<file path="config.mk">
export PLATFORM = sky130hd
export DESIGN_NAME = issue_queue
export DESIGN_NICKNAME = d
export VERILOG_FILES = /design/src/rtl/issue_queue_pkg.sv /design/src/rtl/issue_queue_ram.sv /design/src/rtl/issue_queue.sv
export SDC_FILE = /design/constraint.sdc
export NUM_CORES = 2
export LEC_CHECK = 0
export CORE_ASPECT_RATIO = 0.75
export CORE_MARGIN = 8
export CORE_UTILIZATION = 35
export DETAILED_ROUTE_END_ITERATION = 16
export GPL_ROUTABILITY_DRIVEN = 0
export SLEW_MARGIN = 20
export SYNTH_ARGS = -nofsm -noshare
export SYNTH_HDL_FRONTEND = slang
export SYNTH_SLANG_ARGS = --single-unit
</file>
<file path="constraint.sdc">
create_clock -name clk -period 10.64 [get_ports clk]
set_input_delay 2.66 -clock clk [delete_from_list [all_inputs] [get_ports clk]]
set_output_delay 2.66 -clock clk [all_outputs]
set_load 0.005 [all_outputs]
</file>
<file path="src/rtl/issue_queue_pkg.sv">
// Public_Info: shared decode/issue types plus the dual-issue pairing rule.
package Public_Info;
  localparam logic [9:0] INST_ALU  = 10'h001;
  localparam logic [9:0] INST_MUL  = 10'h004;
  localparam logic [9:0] INST_DIV  = 10'h008;
  localparam logic [9:0] INST_ERTN = 10'h020;
  typedef struct packed {
    logic        o_valid;
    logic [31:0] pc;
    logic [31:0] inst;
    logic [9:0]  inst_type;
    logic [2:0]  csr_type;
    logic        rf_we;
    logic [4:0]  rf_rd, rf_raddr1, rf_raddr2;
  } PC_set;
  // a is the older instruction, b the younger
  function automatic logic pair_can_dual(PC_set a, PC_set b);
    logic raw, non_alu, serial;
    raw = a.rf_we && a.rf_rd != 5'd0 && (a.rf_rd == b.rf_raddr1 || a.rf_rd == b.rf_raddr2);
    non_alu = a.inst_type != INST_ALU && b.inst_type != INST_ALU;
    serial = a.inst_type == INST_ERTN || b.inst_type == INST_ERTN || a.csr_type != 3'd0 || b.csr_type != 3'd0;
    return !(raw || non_alu || serial);
  endfunction
endpackage

</file>
<file path="src/rtl/issue_queue_ram.sv">
// iq_ram: entry storage with two write ports and two asynchronous read ports.
module iq_ram import Public_Info::*; #(
  parameter int DEPTH = 8,
  parameter int PTR_W = $clog2(DEPTH)
) (
  input  logic             clk,
  input  logic             rstn,
  input  logic             we1_i,
  input  logic [PTR_W-1:0] wa1_i,
  input  PC_set            wd1_i,
  input  logic             we2_i,
  input  logic [PTR_W-1:0] wa2_i,
  input  PC_set            wd2_i,
  input  logic [PTR_W-1:0] ra1_i,
  input  logic [PTR_W-1:0] ra2_i,
  output PC_set            rd1_o,
  output PC_set            rd2_o
);
  PC_set mem_q [DEPTH];
  always_ff @(posedge clk or negedge rstn) begin
    if (!rstn) mem_q <= '{default: '0};
    else begin
      if (we1_i) mem_q[wa1_i] <= wd1_i;
      if (we2_i) mem_q[wa2_i] <= wd2_i;
    end
  end
  assign rd1_o = mem_q[ra1_i];
  assign rd2_o = mem_q[ra2_i];
endmodule

</file>
<file path="src/rtl/issue_queue.sv">
// issue_queue: in-order dual-ported queue between decode and issue; picks
// dual/single/no issue each cycle and pops accordingly, with flush and stall.
module issue_queue import Public_Info::*; #(
  parameter int DEPTH = 8,
  parameter int PTR_W = $clog2(DEPTH)
) (
  input  logic           clk,
  input  logic           rstn,
  input  PC_set          d_set1,
  input  PC_set          d_set2,
  output logic           d_ready,
  input  logic           flush_BR,
  input  logic           stall_DCache,
  input  logic           stall_div,
  output PC_set          i_set1,
  output PC_set          i_set2,
  output logic [PTR_W:0] q_count
);
  localparam logic [PTR_W:0] DEPTH_C = (PTR_W+1)'(DEPTH);
  localparam logic [PTR_W:0] READY_MAX = (PTR_W+1)'(DEPTH - 2);
  logic [PTR_W-1:0] head_q, head_d, tail_q, tail_d;
  logic [PTR_W:0] count_q, count_d, n_push, n_pop;
  logic stall, we1, we2, v1, v2;
  PC_set e1, e2;
  assign stall = stall_DCache | stall_div;
  assign d_ready = count_q <= READY_MAX;
  assign we1 = d_ready & ~flush_BR & d_set1.o_valid;
  assign we2 = we1 & d_set2.o_valid;
  assign n_push = (PTR_W+1)'(we1) + (PTR_W+1)'(we2);
  iq_ram #(.DEPTH(DEPTH), .PTR_W(PTR_W)) u_ram (
    .clk(clk), .rstn(rstn),
    .we1_i(we1), .wa1_i(tail_q), .wd1_i(d_set1),
    .we2_i(we2), .wa2_i(tail_q + PTR_W'(1)), .wd2_i(d_set2),
    .ra1_i(head_q), .ra2_i(head_q + PTR_W'(1)),
    .rd1_o(e1), .rd2_o(e2)
  );
  assign v1 = count_q != '0 & ~flush_BR;
  assign v2 = count_q >= (PTR_W+1)'(2) & ~flush_BR & pair_can_dual(e1, e2);
  always_comb begin
    i_set1 = e1;
    i_set1.o_valid = v1;
    i_set2 = e2;
    i_set2.o_valid = v2;
  end
  assign n_pop = stall ? '0 : (PTR_W+1)'(v1) + (PTR_W+1)'(v2);
  assign head_d = flush_BR ? '0 : head_q + n_pop[PTR_W-1:0];
  assign tail_d = flush_BR ? '0 : tail_q + n_push[PTR_W-1:0];
  assign count_d = flush_BR ? '0 : count_q + n_push - n_pop;
  always_ff @(posedge clk or negedge rstn) begin
    if (!rstn) begin
      head_q <= '0;
      tail_q <= '0;
      count_q <= '0;
    end else begin
      head_q <= head_d;
      tail_q <= tail_d;
      count_q <= count_d;
    end
  end
  assign q_count = count_q;
  a_count_max: assert property (@(posedge clk) disable iff (!rstn) count_q <= DEPTH_C);
  a_pop_max: assert property (@(posedge clk) disable iff (!rstn) n_pop <= count_q);
endmodule

</file>
==> results by group <==
Status
  • Status: finished clean

Worst setup path
  • Reg2Reg Setup Slack: about 4800 ps
  • Crit-path max FO: 13
  • CP arrival: about 5400 ps
  • Critical path's largest stage delay: 650 ps
  • WS Path Type: primary input to output port
  • CP max-delay cell: clkdlybuf4s50_1
  • CP startpoint kind: primary input
  • Worst-path cell chain: clkdlybuf4s50_1 > a21oi_1 > nand4b_1 > a221o_1 > nor3_2 > clkdlybuf4s50_1
  • Largest delay share family, worst path: buffers and inverters
  • Buf/Inv on CP: 2
  • CP most frequent cell: clkdlybuf4s50_1
  • Crit path required time: approximately 8000 ps
  • Worst flop-to-flop path startpoint: head_q[2]
  • Crit end category: output port
  • Reg2Reg Depth: 16
  • R2R Path End: q_count[2]

Synth
  • Synthesized netlist cell count: 4426
  • Area leader, netlist: dfrtp_1
  • Register area share after synthesis: between 40 and 50%
  • Top post-synthesis cells by count: 813 x mux2i_1, 759 x nor2_1, 754 x dfrtp_1, 747 x a21oi_1, 339 x mux4_2
  • Yosys top cell area share: approximately 40%
  • Most common cell in the netlist: mux2i_1
  • Syn Nets: around 4600
  • Async S/R FF share, synth: 100%
  • Yosys warns: 0
  • Top cells by area, synth: dfrtp_1 40%, mux2i_1 17%, mux4_2 16%
  • Primary FF master, synth: dfrtp_1
  • Synthesized area: ~47000 um^2
  • Post-synth cell types: 45
  • Synth Area per Inst: ~11 um^2
  • Post-synthesis register bit count: ~750
  • Post-synth EDFFs: 0

Drt
  • Vias per cell: ~5.6
  • Met2 wire length: approximately 74 mm
  • DR vias: roughly 35000
  • Drt drc: 0
  • Routed wl met3: between 10 and 15 mm
  • TritonRoute pass-1 iters: 5
  • Final WL: between 150 and 200 mm
  • WL met1: ~69 mm
  • WL/cell: ~25 um
  • Routed Antenna Nets: 0
  • Max Used Layer: met5
  • Initial drt markers: roughly 3600

Timing
  • Tightest Pin Transition: 1100 ps
  • Clock Skew: ~37 ps
  • Post-route setup slack: roughly 2500 ps
  • Final setup fails: 0
  • Fin. max-slew vios: 0
  • FMAX: approximately 120 MHz
  • Fin crit period: around 8100 ps
  • RSZ-0062 raised after global routing: no
  • Final Hold Fails: 0
  • TNS Setup: 0 ps
  • Tcrit/Tclk final: about 76%
  • Worst slew margin: 26.9%

Clock network
  • Num CTS Buffers: 87
  • Root buffer cell: clkbuf_16
  • CTS Buffer Depth: 3
  • CTS HTree Levels: 3
  • Post-cts hold buffer count: 0
  • PostCTS Resize Cnt: 0
  • Post-CTS setup buffer count: 0
  • Worst-Skew Late Latency: around 700 ps
  • CTS tree: built
  • Clk sinks: 754
  • Clock transition at the registers of the reported paths: about 60 ps

Layout
  • Share of layout cells above drive strength 1: approximately 15%
  • Filler Cell Count: about 13000
  • Net count, final: roughly 4600
  • Area Overhead vs Synth: 15.6%

Die
  • Die Wd: between 400 and 500 um
  • Initial Utilization: between 30% and 40%
  • I/O pins: 386
  • Core footprint: between 100000 and 150000 um^2
  • Die height: around 330 um
  • Row count: about 120
  • DIE AREA: around 150000 um^2

Global route
  • Initial antenna violation count: 39
  • Global-route wire length before repair: between 200 and 250 mm
  • Pin count of the biggest net entering global routing: about 150
  • GRT Total Usage: around a fifth
  • Grt ovf: 0
  • Number of global-route vias before repair: roughly 34000

Placement
  • Final HPWL DP: around 94 mm
  • IO buf count: between 300 and 400
  • DP Worst Slack: 2580 ps

Power
  • P_leak: roughly 0.024 uW
  • Maximum VDD drop: between 0.1 and 0.15 mV
  • Pwr dens: between 200 and 250 nW/um^2

Job
  • Max_cap viols: 0

Worst hold path
  • Worst min-delay path startpoint: u_ram.mem_q[177]
  • Hold Path Cell Cnt: 2
  • Hold endpoint: u_ram.mem_q[177]
  • Hold crit path type: flop to flop
[cells in the final DEF, fill, tap and decap left out, drive strengths merged, types with 8 or more instances in the layout]
cell	count
inv	38
nand3	8
xnor2	14
nor2b	8
mux2i	813
dfrtp	754
nor2	759
ha	11
mux2	87
mux4	355
clkdlybuf4s50	384
a21oi	747
diode	31
clkinv	20
nand2	246
buf	70
clkbuf	125
[routing by layer]
layer | global-route usage, % | vias up
met4 | 7.64 | 12
met2 | 32.5 | 1323
li1 | - | 15800
met1 | 29.1 | 17800
met5 | 0 | -
met3 | 4.20 | 255
[worst min-delay path, stage by stage (launching register included)]
cell and delay, ps:
dfrtp_1 360, mux2i_1 70, a21oi_1 130
[registers in the layout, indices dropped and copies added (netlist names)]
| register | cells |
|---|---|
| q_count | 4 |
| head_q | 3 |
| tail_q | 3 |
| u_ram.mem_q | 744 |
[metrics by stage]
stage | total power, uW | cells | hold slack (ps) | instance area, um^2 | util [%]
2_1_floorplan | 6790 | 4426 | 549 | 47000 | -
3_3_place_gp | 8590 | 6098 | 570 | 51300 | 38.4
3_5_place_dp | 8690 | 6098 | 585 | 51300 | 38.4
4_1_cts | 11900 | 6254 | 600 | 54200 | 40.7
5_1_grt | 12500 | 6279 | 616 | 54300 | 40.7
6_report | 11800 | 6286 | 595 | 54300 | 40.7
[worst max-delay path by stage]
stage	start	cells past startpoint	slack [ps]	to
after floorplan	flush_BR	5	4540	i_set2[93]
after global placement	flush_BR	6	2640	i_set2[93]
after detailed placement	flush_BR	6	2580	i_set2[93]
after CTS	flush_BR	6	2580	i_set2[93]
after global routing	head_q[0]	6	2440	i_set1[44]
final	flush_BR	6	2540	i_set2[93]
[area by class of cell]
type / instances / area (um^2) / share of cell area, %
Sequential cell: 754 / 18900 / 34.7
Tap cell: 1770 / 2210 / 4.08
Clock inverter: 31 / 439 / 0.808
Inverter: 35 / 131 / 0.242
Antenna cell: 31 / 77.6 / 0.143
Clock buffer: 125 / 2540 / 4.67
Timing Repair Buffer: 454 / 4510 / 8.30
Multi-Input combinational cell: 3086 / 25600 / 47.0
[kinds of logic (layout without fill, tap and decap cells)]
| kind of cell | after synthesis | in the layout | share of synthesized area (%) |
|---|---|---|---|
| mux | 1255 | 1255 | 36.5 |
| simple gates | 1044 | 1044 | 8.60 |
| compound gates | 755 | 755 | 8.09 |
| flops | 754 | 754 | 40.1 |
| buf+inv | 586 | 645 | 5.83 |
| xor+xnor | 17 | 17 | 0.349 |
| fa+ha+maj | 15 | 15 | 0.463 |
| other cells | 0 | 31 | 0 |
[where the power goes]
group	internal (uW)	leakage (uW)	switching [uW]
Combinational	2450	0.0126	1780
Clock	1840	0.00147	1340
Sequential	3730	0.00971	692
Total	8020	0.0238	3810
(Power assumes the default switching activity.)
